[config.mk]
export PLATFORM = sky130hd
export DESIGN_NAME = npu_pool_packer
export DESIGN_NICKNAME = d
export VERILOG_FILES = /design/src/rtl/npu_pack_pkg.sv /design/src/rtl/pack_word_fifo.sv /design/src/rtl/npu_pool_packer.sv
export SDC_FILE = /design/constraint.sdc
export NUM_CORES = 1
export LEC_CHECK = 0
export CAP_MARGIN = 40
export CORE_UTILIZATION = 57
export CTS_CLUSTER_DIAMETER = 100
export CTS_CLUSTER_SIZE = 8
export DETAILED_ROUTE_END_ITERATION = 10
export PLACE_DENSITY = 0.8
export SLEW_MARGIN = 20
export SYNTH_ARGS = -nofsm -noshare
export SYNTH_HDL_FRONTEND = slang
export SYNTH_SLANG_ARGS = --single-unit
[constraint.sdc]
create_clock -name clk -period 4.1 [get_ports clk]
set_input_delay 0.82 -clock clk [delete_from_list [all_inputs] [get_ports clk]]
set_output_delay 0.82 -clock clk [all_outputs]
set_load 0.02 [all_outputs]
[src/rtl/npu_pack_pkg.sv]
`default_nettype none
// ============================================================================
// Module   : npu_pack_pkg
// Purpose  : Shared types, constants and helpers for the pooled-byte packer.
// Revision : 1.0 - initial release
// ============================================================================
package npu_pack_pkg;

    typedef enum logic [2:0] {
        ST_IDLE  = 3'd0,
        ST_RUN   = 3'd1,
        ST_FLUSH = 3'd2,
        ST_DRAIN = 3'd3,
        ST_DONE  = 3'd4
    } pack_state_t;

    localparam int         LANES   = 4;
    localparam int         LANE_W  = $clog2(LANES);
    localparam logic [7:0] SAT_POS = 8'h7F;
    localparam logic [7:0] SAT_NEG = 8'h80;

    // Lane count 0 means all lanes were filled, i.e. a complete word.
    function automatic logic [LANES-1:0] byteen_from_lane(input logic [LANE_W-1:0] lane);
        logic [LANES-1:0] be;
        if (lane == '0) begin
            be = '1;
        end else begin
            be = LANES'((1 << lane) - 1);
        end
        return be;
    endfunction

endpackage
`default_nettype wire

[src/rtl/pack_word_fifo.sv]
`default_nettype none
// ============================================================================
// Module   : pack_word_fifo
// Purpose  : Synchronous word FIFO of {addr, byteen, data}; head reads 0 when empty.
// Revision : 1.0 - initial release
// ============================================================================
module pack_word_fifo #(
    parameter int  DEPTH  = 4,
    parameter int  ADDR_W = 16,
    localparam int PTR_W  = $clog2(DEPTH),
    localparam int CNT_W  = PTR_W + 1
) (
    input  logic              clk,
    input  logic              reset,
    input  logic              push,
    input  logic [ADDR_W-1:0] push_addr,
    input  logic [3:0]        push_be,
    input  logic [31:0]       push_data,
    input  logic              pop,
    output logic [ADDR_W-1:0] head_addr,
    output logic [3:0]        head_be,
    output logic [31:0]       head_data,
    output logic              empty,
    output logic              full,
    output logic [CNT_W-1:0]  count
);

    localparam int ENT_W = ADDR_W + 36;

    logic [ENT_W-1:0] mem [DEPTH];
    logic [PTR_W-1:0] wr_ptr;
    logic [PTR_W-1:0] rd_ptr;
    logic [CNT_W-1:0] cnt;
    logic             do_push;
    logic             do_pop;
    logic [ENT_W-1:0] head;

    assign empty   = (cnt == '0);
    assign full    = (cnt == CNT_W'(DEPTH));
    assign do_pop  = pop & ~empty;
    // A full FIFO still accepts a push when the head leaves in the same cycle.
    assign do_push = push & (~full | pop);

    always_ff @(posedge clk) begin
        if (reset) begin
            wr_ptr <= '0;
            rd_ptr <= '0;
            cnt    <= '0;
        end else begin
            if (do_push) wr_ptr <= wr_ptr + 1'b1;
            if (do_pop)  rd_ptr <= rd_ptr + 1'b1;
            case ({do_push, do_pop})
                2'b10:   cnt <= cnt + 1'b1;
                2'b01:   cnt <= cnt - 1'b1;
                default: cnt <= cnt;
            endcase
        end
    end

    always_ff @(posedge clk) begin
        if (do_push) mem[wr_ptr] <= {push_addr, push_be, push_data};
    end

    assign head      = empty ? '0 : mem[rd_ptr];
    assign head_addr = head[ENT_W-1 -: ADDR_W];
    assign head_be   = head[35:32];
    assign head_data = head[31:0];
    assign count     = cnt;

endmodule
`default_nettype wire

[src/rtl/npu_pool_packer.sv]
`default_nettype none
// ============================================================================
// Module   : npu_pool_packer
// Purpose  : Packs pooled bytes into addressed 32-bit words for layer SRAM.
//            Optional saturation statistics: NPU_POOL_SAT_STATS_EN.
// Revision : 1.0 - initial release
// ============================================================================
module npu_pool_packer
    import npu_pack_pkg::*;
#(
    parameter int ADDR_W = 16,
    parameter int DEPTH  = 4
) (
    input  logic              clk,
    input  logic              reset,
    input  logic              start,
    input  logic [ADDR_W-1:0] base_addr,
    input  logic              in_valid,
    input  logic [7:0]        in_data,
    input  logic              flush,
    output logic              out_valid,
    input  logic              out_ready,
    output logic [31:0]       out_data,
    output logic [ADDR_W-1:0] out_addr,
    output logic [3:0]        out_byteen,
    output logic              busy,
    output logic              done,
    output logic              overflow,
    output logic [ADDR_W-1:0] words_written,
    output logic [15:0]       sat_count
);

    localparam int CNT_W = $clog2(DEPTH) + 1;

    pack_state_t             state;
    pack_state_t             state_nxt;
    logic [LANE_W-1:0]       lane;
    logic [8*(LANES-1)-1:0]  partial;
    logic [ADDR_W-1:0]       addr_ptr;
    logic                    overflow_q;
    logic [ADDR_W-1:0]       words_q;

    logic                    accept;
    logic                    push;
    logic [3:0]              push_be;
    logic [31:0]             push_data;
    logic                    pop;
    logic                    load;
    logic                    fifo_empty;
    logic                    fifo_full;
    logic [CNT_W-1:0]        fifo_count;

    assign load = start & ((state == ST_IDLE) | (state == ST_DONE));
    assign pop  = ~fifo_empty & out_ready;

    always_ff @(posedge clk) begin
        if (reset) begin
            state <= ST_IDLE;
        end else begin
            state <= state_nxt;
        end
    end

    always_comb begin
        state_nxt = state;
        accept    = 1'b0;
        push      = 1'b0;
        push_be   = '0;
        push_data = '0;
        case (state)
            ST_IDLE, ST_DONE: begin
                if (start) state_nxt = ST_RUN;
            end
            ST_RUN: begin
                accept = in_valid;
                if (in_valid && lane == LANE_W'(LANES - 1)) begin
                    push      = 1'b1;
                    push_be   = '1;
                    push_data = {in_data, partial};
                end
                if (flush) state_nxt = ST_FLUSH;
            end
            ST_FLUSH: begin
                // Unfilled lanes are already zero: the buffer clears on every push.
                if (lane != '0) begin
                    push      = 1'b1;
                    push_be   = byteen_from_lane(lane);
                    push_data = {8'h00, partial};
                end
                state_nxt = ST_DRAIN;
            end
            ST_DRAIN: begin
                if (fifo_empty || (fifo_count == CNT_W'(1) && pop)) state_nxt = ST_DONE;
            end
            default: state_nxt = ST_IDLE;
        endcase
    end

    always_ff @(posedge clk) begin
        if (reset) begin
            lane       <= '0;
            partial    <= '0;
            addr_ptr   <= '0;
            overflow_q <= 1'b0;
            words_q    <= '0;
        end else if (load) begin
            lane       <= '0;
            partial    <= '0;
            addr_ptr   <= base_addr;
            overflow_q <= 1'b0;
            words_q    <= '0;
        end else begin
            if (pop) words_q <= words_q + 1'b1;
            // A dropped word still consumes its address slot.
            if (push && fifo_full && !pop) overflow_q <= 1'b1;
            if (push) begin
                addr_ptr <= addr_ptr + 1'b1;
                lane     <= '0;
                partial  <= '0;
            end else if (accept) begin
                case (lane)
                    2'd0:    partial[7:0]   <= in_data;
                    2'd1:    partial[15:8]  <= in_data;
                    default: partial[23:16] <= in_data;
                endcase
                lane <= lane + 1'b1;
            end
        end
    end

    pack_word_fifo #(
        .DEPTH  (DEPTH),
        .ADDR_W (ADDR_W)
    ) u_fifo (
        .clk       (clk),
        .reset     (reset),
        .push      (push),
        .push_addr (addr_ptr),
        .push_be   (push_be),
        .push_data (push_data),
        .pop       (pop),
        .head_addr (out_addr),
        .head_be   (out_byteen),
        .head_data (out_data),
        .empty     (fifo_empty),
        .full      (fifo_full),
        .count     (fifo_count)
    );

    assign out_valid     = ~fifo_empty;
    assign busy          = (state == ST_RUN) | (state == ST_FLUSH) | (state == ST_DRAIN);
    assign done          = (state == ST_DONE);
    assign overflow      = overflow_q;
    assign words_written = words_q;

`ifdef NPU_POOL_SAT_STATS_EN
    logic [15:0] sat_q;

    always_ff @(posedge clk) begin
        if (reset || load) begin
            sat_q <= '0;
        end else if (accept && (in_data == SAT_POS || in_data == SAT_NEG) && sat_q != 16'hFFFF) begin
            sat_q <= sat_q + 1'b1;
        end
    end

    assign sat_count = sat_q;
`else
    assign sat_count = 16'h0000;
`endif

endmodule
`default_nettype wire

Word level (Yosys, flattened, before mapping)
Memories as Yosys holds them, arrays and structs flattened. A register that Yosys moved wholly into a read port is not among the register bits. Cells that the tools add are included.

Output and inout port bits: 88. Bits in registers: 69. Memories kept: 1. Logic and storage cells: 88. Memory bits (writable): 208. Bits of input ports: 30.

Memory list: u_fifo.mem (depth 4, width 52, rd ports 1, clocked after memory_dff 1, wr ports 1, RTL line pack_word_fifo.sv:30) `logic [ENT_W-1:0] mem [DEPTH];`.

Bitwise logic cells: 11. Mux-type cells: 23. Reduce and logical (&&, ||, !) cells: 20. Add/subtract/negate cells: 8. Equality and inequality tests: 13. Shift operators: 1.

Operators with widths (count): $pmux 32 s2 (1); $mux 52 (1); $add 16x1->16 const B (2); $mux 16 (2); $mux 32 (1); $mux 24 (1); $mux 4 (3); $pmux 3 s4 (1); $mux 3 (3); $pmux 4 s2 (1); $add 2x1->2 const B (3); $eq 3x1->1 const B (2); $eq 3x2->1 const B (2); $eq 3x3->1 const B (2); $logic_not 3->1 (2); $ne 2x2->1 const B (3); $pmux 3 s2 (1); $reduce_and 2->1 (3); $reduce_bool 2->1 (3); $reduce_or 2->1 (3); $mux 1 (5); $and 1x1->1 (4); $eq 2x1->1 const B (2); $eq 2x2->1 const B (2); 14 further kinds (23).

Longest topological paths before layout
Depth in word-level cells: 7. Depth in mapped cells: 10. Depth with buffers taken out: 9.

Modules after synthesis
Synthesis repeated with hierarchy kept, for this count alone.

Cell total of the unflattened synthesis: 796. Area total of the unflattened synthesis: 11745.0 sq um.

By module, submodules not included: pack_word_fifo (sequential area each 6426.2 sq um, area an instance 8343.0 sq um, cells an instance 384, instances 1); npu_pool_packer (sequential area each 1241.2 sq um, area an instance 3402.0 sq um, cells an instance 412, instances 1).

Least setup slack after synthesis
No wires, ideal clock.

Kind: register -> register. Start point: register lane[0]. End point: memory u_fifo.mem[1][0] in the netlist's numbering (enable). Clock period less this slack: 3.373 ns. Setup slack: 0.727 ns. Arrival time: 2.958 ns. Path buffers: 1. Stages on the path, launching flop included: 7. Required time: 3.685 ns. Setup time: 0.415 ns. Path through: dfxtp_1 inv_1 ha_1 or3b_2 clkbuf_1 a211oi_2 and2_1.

Word-level cells in the longest chain between the ends: 7. Elaborated cells on any way between the ends: 9. Those cells by class: eq/ne: 1; mux: 5; bitwise: 1; reduce/logical: 2.

RTL lines: from (decl) (RTL line npu_pool_packer.sv:37) `logic [LANE_W-1:0] lane;`; from (signal assigned) (RTL line npu_pool_packer.sv:126) `lane <= lane + 1'b1;`; $eq 2x2->1 (RTL line npu_pool_packer.sv:76) `if (in_valid && lane == LANE_W'(LANES - 1)) begin`; $logic_and 1x1->1 (RTL line npu_pool_packer.sv:76); $mux 1 (RTL line npu_pool_packer.sv:76); $pmux 1 s2 * (RTL line npu_pool_packer.sv:70) `case (state)`; $and 1x1->1 * (RTL line pack_word_fifo.sv:42) `assign do_push = push & (~full | pop);`; $mux 1 * (RTL line pack_word_fifo.sv:61) `if (do_push) mem[wr_ptr] <= {push_addr, push_be, push_data};`; $mux 1 (implied by the code) * (RTL line pack_word_fifo.sv:61); to (decl) (RTL line pack_word_fifo.sv:30).

Every way passes the cells marked *; elsewhere a longest branch is shown, timed or not.

==> out/results.ini <==
[run_status]
outcome=completed

[routing]
route.detailed.wl_per_inst_um=20.4
detailroute.via_count=7118
dr.first_iter.drc_count=566
detail_route.first_pass.iterations=5
drt.antenna.violating_nets=0
detail_route.vias_per_cell=5.93
drc=0
detail_route.wirelength_um=24500

[clocking]
clock_sinks=279
worstSkewPairLatency_ns=0.52
cts-root-buf=sky130_fd_sc_hd__clkbuf_16
holdBufCountCts=0
cts-root-to-sink-buffers=3
tritoncts_clock_tree=built
cts.repair.resized=0
cts_made_buffers=40
cts.clk_slew.worst_paths_ns=0.05
post_cts.repair.setup_buffers=0
htreeDepth=2

[final_layout]
multi_input_gate_area_um2=3630
design.final.nets=949
share_of_cells_above_drive_strength_1_pct=13.6
layout_area_overhead_pct=21.5
finish.cell_count_without_fillers=1200
final_cell_area_um2=14100
final_common_cell=sky130_fd_sc_hd__edfxtp_1
final_core_utilization_pct=71.5
final_cell_mix=sky130_fd_sc_hd__edfxtp_1 (208), sky130_fd_sc_hd__clkdlybuf4s50_1 (101), sky130_fd_sc_hd__and2_1 (80)
final.fill_count=1263
antennaDiodeCount=0
sequential_cell_area_um2=7670

[global_route]
global_route.overflow_total=0
largest_net_degree_at_the_start_of_global_routing=53
grtUsageTotal_pct=24.6
grt_antenna_before_repair=1
grt_pass1_wl_um=38100
vias_in_the_first_global_route=6922

[power]
p_per_area_nw_per_um2=501
maximum_vdd_ir_drop_mv=0.507
leakage_nw=4.87
post-layout-total-power_mw=7.06

[timing]
fmax_mhz=283
clock-skew-final_ns=0.0162
final-max-slew-violation-count=0
timing.final.ws_setup_ns=0.566
number_of_hold_violations_in_the_final_report=0
slew_headroom_pct=58.1
worst_slew_pin_slew_ns=0.627
report.final.setup_viol=0
fin_setup_tns_ns=0
min_period_ns=3.53
crit_share_post_route_pct=86.2
rsz_0062_raised_after_global_routing=no
final.hold.worst_slack_ns=0.449

[floorplan]
die_width_um=145
io_pins=118
fp-row-count=51
die_h_um=145
core_area_um2=19700
design.die.area_um2=20900
initial_core_util_pct=58.8

[synth]
yosys.area.top_type_share_pct=53.8
synth-warning-count=0
syn-instance-count=795
post-synth-top-area-cell=sky130_fd_sc_hd__edfxtp_1
syn-cell-area_um2=11600
seq_area_frac_synth_pct=66.1
ys_seq_elements=279
synth_edf_count=208
synth.avg_cell_area_um2=14.6
synth_async_sr_flop_share_pct=0
synth_top_cells_by_area=sky130_fd_sc_hd__edfxtp_1 (54%), sky130_fd_sc_hd__dfxtp_1 (12%), sky130_fd_sc_hd__mux4_2 (10%), sky130_fd_sc_hd__and2_1 (4.5%), sky130_fd_sc_hd__a21oi_1 (2.0%)
synth_top_flop_cell=sky130_fd_sc_hd__edfxtp_1
yosys.cell_types.count=50

[critical_path]
max_stage_delay_ns=0.59
crit_chain=buf_4 > mux4_2 > and2_1 > clkdlybuf4s50_1
crit_required_ns=3.28
critPathLaunchType=flip-flop
critPathCaptureType=primary output
critical_path_class=flip-flop to primary output
crit_fanout=16
cpMaxStageDelayCell=sky130_fd_sc_hd__mux4_2
timing.critical_path.arrival_ns=2.71

[place]
detailed_place_hpwl_um=14700
place.port_buffers=101
gp_congestion=0.787
detailedPlace.worstSlack_ns=0.708
placedInstanceArea_um2=12900
dp.cells=1127

[worst_hold_path]
hold_class=flip-flop to flip-flop

[job]
cap_violations=0

## sequential cells by signal, indices dropped and copies added, names as in the netlist, named ones only
register	flops
u_fifo.wr_ptr	2
overflow	1
u_fifo.rd_ptr	2
lane	2
partial	24
u_fifo.mem	208
words_written	16
state	3
u_fifo.count	3
addr_ptr	16
## logic make-up after synthesis
family	synth area share (%)
other cells	0.0323
fa+ha+maj	1.62
compound gates	5.22
simple gates	12.4
mux	10.4
flops	66.1
xor+xnor	0.981
buf+inv	3.29
## path summary, 6_finish.rpt
| check | start | to | slack, ns | cells after the start |
|---|---|---|---|---|
| setup / recovery | flip-flop | out_byteen[1] | 0.57 | 4 |
| hold / removal | partial[21] | partial[21] | 0.45 | 2 |
| setup reg to reg | lane[0] | u_fifo.mem[1][50] | 0.94 | 6 |
| hold reg to reg | partial[21] | partial[21] | 0.45 | 2 |
## Yosys cell counts (all sizes together) (2+ instances only)
| master | n |
|---|---|
| and4 | 2 |
| o2111ai | 2 |
| a211oi | 11 |
| mux2i | 3 |
| or3b | 2 |
| nor2 | 33 |
| nor3b | 4 |
| o21ai | 11 |
| nand4 | 6 |
| a21oi | 47 |
| o211ai | 4 |
| or4 | 11 |
| o21a | 2 |
| mux4 | 52 |
| nand3 | 37 |
| edfxtp | 208 |
| clkbuf | 36 |
| dfxtp | 71 |
| xnor2 | 6 |
| o31ai | 9 |
| nand2 | 38 |
| ha | 15 |
| xor2 | 7 |
| and3 | 9 |
| a311oi | 7 |
| nand2b | 7 |
| nor4 | 2 |
| inv | 15 |
| and4b | 2 |
| nor3 | 3 |
| nor2b | 2 |
| and2 | 84 |
| buf | 28 |
| or3 | 11 |
## layer usage
layer	track usage [%]	routed length [um]	vias to the layer above
met1	34.1	10300	3571
met2	39.7	12200	309
li1	-	-	3199
met3	4.61	1570	39
met5	0	0	-
met4	7.98	479	0
## cell type report
type | instances | area share [%]
clock buffer | 72 | 8.26
sequential | 279 | 54.5
multi-input combinational | 452 | 25.8
clock inverter | 1 | 0.115
tap | 265 | 2.35
inverter | 15 | 0.400
timing repair buffer | 116 | 8.65
## worst max-delay path: cells and delay by family, from the launching register on
kind	cells	cell delay, ns
flip-flops	1	0.55
buffers and inverters	2	0.87
multiplexers	1	0.59
AND/OR/NAND/NOR	1	0.18
## where the power goes
group	leakage (nW)	switching (mW)	total, mW	internal [mW]
Clock	0.560	1.14	3.04	1.90
Sequential	2.73	0.0924	3.16	3.07
Combinational	1.58	0.457	0.864	0.407
Total	4.87	1.69	7.06	5.37
(Power assumes the default switching activity.)
